`src/rtl/genius_control.sv`:
```
// Moore control FSM for the GENIUS game; drives datapath enables/resets and SEL from the state register.
// Latency: ENTER_N to enter_p is SYNC_STAGES+1 cycles; status flags act on the next clock edge.
// Backpressure: none; the FSM simply waits in SETUP/PLAY_*/RESULT for the status flag or key press.
// Optional macro GENIUS_AUTO_RESTART_EN adds a RESULT dwell counter that returns to INIT automatically.
module genius_control #(
  parameter int SYNC_STAGES    = 2,
  parameter int RESTART_CYCLES = 250000000
) (
  input  logic       CLOCK_50,
  input  logic       reset_n,
  input  logic       ENTER_N,
  input  logic       end_FPGA,
  input  logic       end_User,
  input  logic       end_time,
  input  logic       win,
  input  logic       match,
  output logic       R1,
  output logic       R2,
  output logic       E1,
  output logic       E2,
  output logic       E3,
  output logic       E4,
  output logic       SEL,
  output logic [2:0] state_o
);

  typedef enum logic [2:0] {
    INIT        = 3'b000,
    SETUP       = 3'b001,
    START_ROUND = 3'b010,
    PLAY_FPGA   = 3'b011,
    PLAY_USER   = 3'b100,
    CHECK       = 3'b101,
    NEXT_ROUND  = 3'b110,
    RESULT      = 3'b111
  } state_t;

  state_t                 state_q;
  logic [SYNC_STAGES-1:0] sync_q;
  logic                   edge_q;
  logic                   enter_p;
  logic                   dwell_done;

  // Synchronize the raw key and turn each press (falling edge) into a single registered pulse.
  always_ff @(posedge CLOCK_50 or negedge reset_n) begin
    if (!reset_n) begin
      sync_q  <= '1;
      edge_q  <= 1'b1;
      enter_p <= 1'b0;
    end else begin
      sync_q  <= {sync_q[SYNC_STAGES-2:0], ENTER_N};
      edge_q  <= sync_q[SYNC_STAGES-1];
      enter_p <= edge_q & ~sync_q[SYNC_STAGES-1];
    end
  end

`ifdef GENIUS_AUTO_RESTART_EN
  localparam int CW = (RESTART_CYCLES > 1) ? $clog2(RESTART_CYCLES) : 1;

  logic [CW-1:0] dwell_q;

  assign dwell_done = (state_q == RESULT) && (dwell_q == CW'(RESTART_CYCLES - 1));

  // Count cycles spent in RESULT; held at zero everywhere else so every entry starts fresh.
  always_ff @(posedge CLOCK_50 or negedge reset_n) begin
    if (!reset_n) begin
      dwell_q <= '0;
    end else if (state_q == RESULT && !dwell_done) begin
      dwell_q <= dwell_q + 1'b1;
    end else begin
      dwell_q <= '0;
    end
  end
`else
  assign dwell_done = 1'b0;
`endif

  // Game sequencing; all eight codes are legal states so no recovery path is needed.
  always_ff @(posedge CLOCK_50 or negedge reset_n) begin
    if (!reset_n) begin
      state_q <= INIT;
    end else begin
      case (state_q)
        INIT:        state_q <= SETUP;
        SETUP:       if (enter_p) state_q <= START_ROUND;
        START_ROUND: state_q <= PLAY_FPGA;
        PLAY_FPGA:   if (end_FPGA) state_q <= PLAY_USER;
        PLAY_USER: begin
          // A completed entry wins over a timeout arriving in the same cycle.
          if (end_User)      state_q <= CHECK;
          else if (end_time) state_q <= RESULT;
        end
        CHECK: begin
          if (match && !win) state_q <= NEXT_ROUND;
          else               state_q <= RESULT;
        end
        NEXT_ROUND:  state_q <= START_ROUND;
        RESULT:      if (enter_p || dwell_done) state_q <= INIT;
        default:     state_q <= INIT;
      endcase
    end
  end

  // Moore output decode from the state register only.
  always_comb begin
    R1  = 1'b0;
    R2  = 1'b0;
    E1  = 1'b0;
    E2  = 1'b0;
    E3  = 1'b0;
    E4  = 1'b0;
    SEL = 1'b1;
    case (state_q)
      INIT: begin
        R1 = 1'b1;
        R2 = 1'b1;
      end
      SETUP:       E1  = 1'b1;
      START_ROUND: R2  = 1'b1;
      PLAY_FPGA:   E3  = 1'b1;
      PLAY_USER:   E2  = 1'b1;
      CHECK:       SEL = 1'b1;
      NEXT_ROUND:  E4  = 1'b1;
      RESULT:      SEL = 1'b0;
      default:     SEL = 1'b1;
    endcase
  end

  assign state_o = state_q;

endmodule

```
`config.mk`:
```
export PLATFORM = sky130hd
export DESIGN_NAME = genius_control
export DESIGN_NICKNAME = d
export VERILOG_FILES = /design/src/rtl/genius_control.sv
export SDC_FILE = /design/constraint.sdc
export NUM_CORES = 1
export LEC_CHECK = 0
export BUFFER_PORTS_ARGS = -buffer_cell sky130_fd_sc_hd__buf_2
export CAP_MARGIN = 10
export CORE_AREA = 2 2 39 41
export CTS_CLUSTER_SIZE = 30
export DETAILED_ROUTE_END_ITERATION = 10
export DIE_AREA = 0 0 41 43
export HOLD_SLACK_MARGIN = 0.05
export PLACE_DENSITY = 0.51
export SYNTH_ARGS = -nofsm -noshare
export SYNTH_HDL_FRONTEND = slang
export SYNTH_SLANG_ARGS = --single-unit
```
`constraint.sdc`:
```
create_clock -name CLOCK_50 -period 1.4 [get_ports CLOCK_50]
set_clock_uncertainty 0.15 [all_clocks]
set_input_delay 0.21 -clock CLOCK_50 [delete_from_list [all_inputs] [get_ports CLOCK_50]]
set_output_delay 0.21 -clock CLOCK_50 [all_outputs]
set_load 0.02 [all_outputs]
```
==> flow_summary.toml <==
[status]
status = "finished with violations"
failed_checks = "negative setup slack"

[setup_path]
r2r_slack_ns = 0.03
end_kind = "output pin"
crit_type = "reg2out"
start_kind = "flip-flop"
crit_start = "state_o[2]$_DFFE_PN0P_"
ff2ff_path_depth = 4
cp-endpoint = "E1"
crit_arrival_ns = 1.10
worstPathRequired_ns = 1.04
cp_max_fo = 10
timing.rr.start = "state_o[1]$_DFFE_PN0P_"
r2r_end = "state_o[0]$_DFFE_PN0P_"

[timing]
slew_headroom_pct = 86.46
period_share_pct = 104.5
setup_ws_ns = -0.06328
timing.hold.ws_ns = 0.09147
period_needed_ns = 1.463
setup_viol = 7
tightest_slew_ns = 0.2027
fmax_mhz = 683.4
finalHoldViolations = 0
rsz0062_at_grt = "yes"
finalMaxSlewViolations = 0

[cts]
cts_root_buf = "clkbuf_4"
clock_path_buffers = 2
tritoncts = "done"
cts_num_sinks = 7
cts.clk_slew.worst_paths_ns = 0.05
htree_levels = 1
clock_latency_ns = 0.25
cts_buffers = 3

[logic_synthesis]
synthDominantCellAreaShare_pct = 27.21
ys.flop_type = "dfrtp_1"
synthCells = 35
yosysTopAreaCell = "dfrtp_1"
synth-edff-count = 0
synth_most_common_cell = "dfrtp_1"
async_reset_ff_share_pct = 100.0
seq_area_frac_synth_pct = 48.64
synth_seq_cells = 7
synth_area_leaders = "dfrtp_1 27%, dfstp_2 21%, buf_6 6.1%"
synth_cell_type_count = 22
synth_commonest_cells = "4 x dfrtp_1, 3 x dfstp_2"
yosysWarnings = 0
avgSynthCellArea_um2 = 10.51
mappedNetlistArea_um2 = 367.9
syn_nets = 43

[placement]
hpwlAfterDp_um = 517.3
gp_congestion = 0.6119
place_area_um2 = 450.4
placed_cells = 66
portBuffers = 17

[layout]
layout-drive-gt1-share_pct = 66.13
utilization_pct = 44.03
nets = 71
stdcell_count = 78
antenna_cells = 0
stdcell_area_um2 = 609.3
area_growth_pct = 65.65

[pwr]
p_leak_uw = 0.0002922
p_seq_share_pct = 27.3
switching_share_pct = 41.83
p_clk_share_pct = 13.4
peakVddDrop_mv = 0.8715
power.internal_uw = 787.9
power_density_nw_per_um2 = 2223
p_comb_share_pct = 59.4
p_switching_uw = 566.7

[floorplan]
core_area_um2 = 1384
die_width_um = 41
num_rows = 14
dieArea_um2 = 1763
die-height_um = 43
num_io_pins = 18
start_util_pct = 26.58

[flow_run]
maxCapViolations = 0

[drt]
wl_um = 806
route.detailed.drc = 0
vias_per_cell = 4.397
vias = 343
first_iter_violations = 1
dr.pass1.iters = 2
ant_nets = 0
wl_per_cell_um = 10.33

[global_route]
grtUsageMet2_pct = 15.63
grt_start_max_net_pins = 11
antenna_found_initial = 0
grt_use_met1_pct = 10.37
grt_pass1_vias = 292
globalRoute.busiestLayer = "met2"
grt_pass1_wl_um = 1110
grt_use_total_pct = 9.451
overflow = 0
use_met3_pct = 1.571

[hold_path]
hold_class = "in2reg"
## worst max-delay path: stages, from the launching register on
cell and delay [ns]:
dfrtp_2 0.48, nor3_1 0.20, buf_2 0.19
## cells in the final DEF (no fill, tap or decap)
| master | netlist | final |
|---|---|---|
| buf_2 | 0 | 11 |
| buf_6 | 2 | 8 |
| buf_4 | 1 | 5 |
| clkbuf_4 | 0 | 3 |
| dfstp_2 | 3 | 3 |
| dfrtp_2 | 0 | 3 |
| nor2_2 | 2 | 2 |
| nand2_1 | 2 | 2 |
| nor2_1 | 2 | 2 |
| a21oi_1 | 2 | 2 |
| o21ai_0 | 2 | 2 |
| dlygate4sd3_1 | 0 | 2 |
| nand3_1 | 1 | 1 |
| inv_2 | 0 | 1 |
| and3_1 | 1 | 1 |
| and2_4 | 0 | 1 |
| nor3_1 | 2 | 1 |
| nor3_4 | 0 | 1 |
| nor2b_1 | 1 | 1 |
| nand2b_1 | 1 | 1 |
| mux2i_1 | 1 | 1 |
| o22a_1 | 1 | 1 |
| a22o_1 | 1 | 1 |
| inv_1 | 2 | 1 |
| o311ai_2 | 1 | 1 |
| mux2_4 | 0 | 1 |
| a32oi_1 | 1 | 1 |
| clkinv_2 | 0 | 1 |
| dfrtp_1 | 4 | 1 |
## cells by family after synthesis
logic type / count (synthesis) / share of synthesized area [%]
buffers and inverters: 5 / 10.21
DFF: 7 / 48.64
AOI/OAI and AO/OA: 8 / 17.01
muxes: 2 / 5.782
and+or+nand+nor: 13 / 18.37
## how the worst min path moves through the flow
stage,start,to,slack [ns],depth (start not counted)
finish,end_FPGA,state_o[2]$_DFFE_PN0P_,0.09,2
global route,end_FPGA,state_o[2]$_DFFE_PN0P_,0.10,2
CTS,end_FPGA,state_o[2]$_DFFE_PN0P_,0.08,2
detailed placement,reset_n,state_o[2]$_DFFE_PN0P_,-0.10,1
global placement,reset_n,enter_p$_DFF_PN0_,-0.10,1
floorplan,reset_n,enter_p$_DFF_PN0_,-0.24,0
## per-stage QoR
stage / setup TNS [ns] / total power [uW] / setup WS [ns]
floorplan: -0.2265 / 784.9 / -0.1137
global placement: 0 / 894.5 / 0.09634
detailed placement: 0 / 893.7 / 0.07191
CTS: -0.2762 / 1312 / -0.06667
global route: -0.5936 / 1441 / -0.1135
finish: -0.2437 / 1355 / -0.06328
## what timing repair did
action / in CTS / in global routing
endpoints found under the hold margin: 8 / 0
setup endpoints to repair: 9 / 8
setup buffers: 6 / 0
hold buffers: 2 / 0
gates resized for setup: 17 / 6
pin swaps: 1 / 2
## metal layers
layer | share of wire [%] | vias up
met5 | 0 | -
met4 | 0 | 0
met3 | 5.1 | 0
met2 | 53 | 11
met1 | 41 | 157
li1 | - | 175
## power by group through the flow
stage,clock (uW),sequential [uW],combinational [uW]
global route,197,381,863
CTS,189,358,765
floorplan,0,346,439
detailed placement,0,379,515
finish,181,370,804
global placement,0,377,517
## sequential cells by signal, indices dropped and copies added, names as in the netlist
name,cells
enter_p,1
state_o,3
edge_q,1
sync_q,2
## layout make-up
cell class,instances,area [um^2]
multi-input combinational,23,168.9
sequential,7,182.7
fill,146,774.5
clock buffer,3,22.52
clock inverter,1,5.005
inverter,2,7.507
timing repair buffer,26,202.7
tap,16,20.02
No activity file was read; power rests on OpenSTA's default activity.
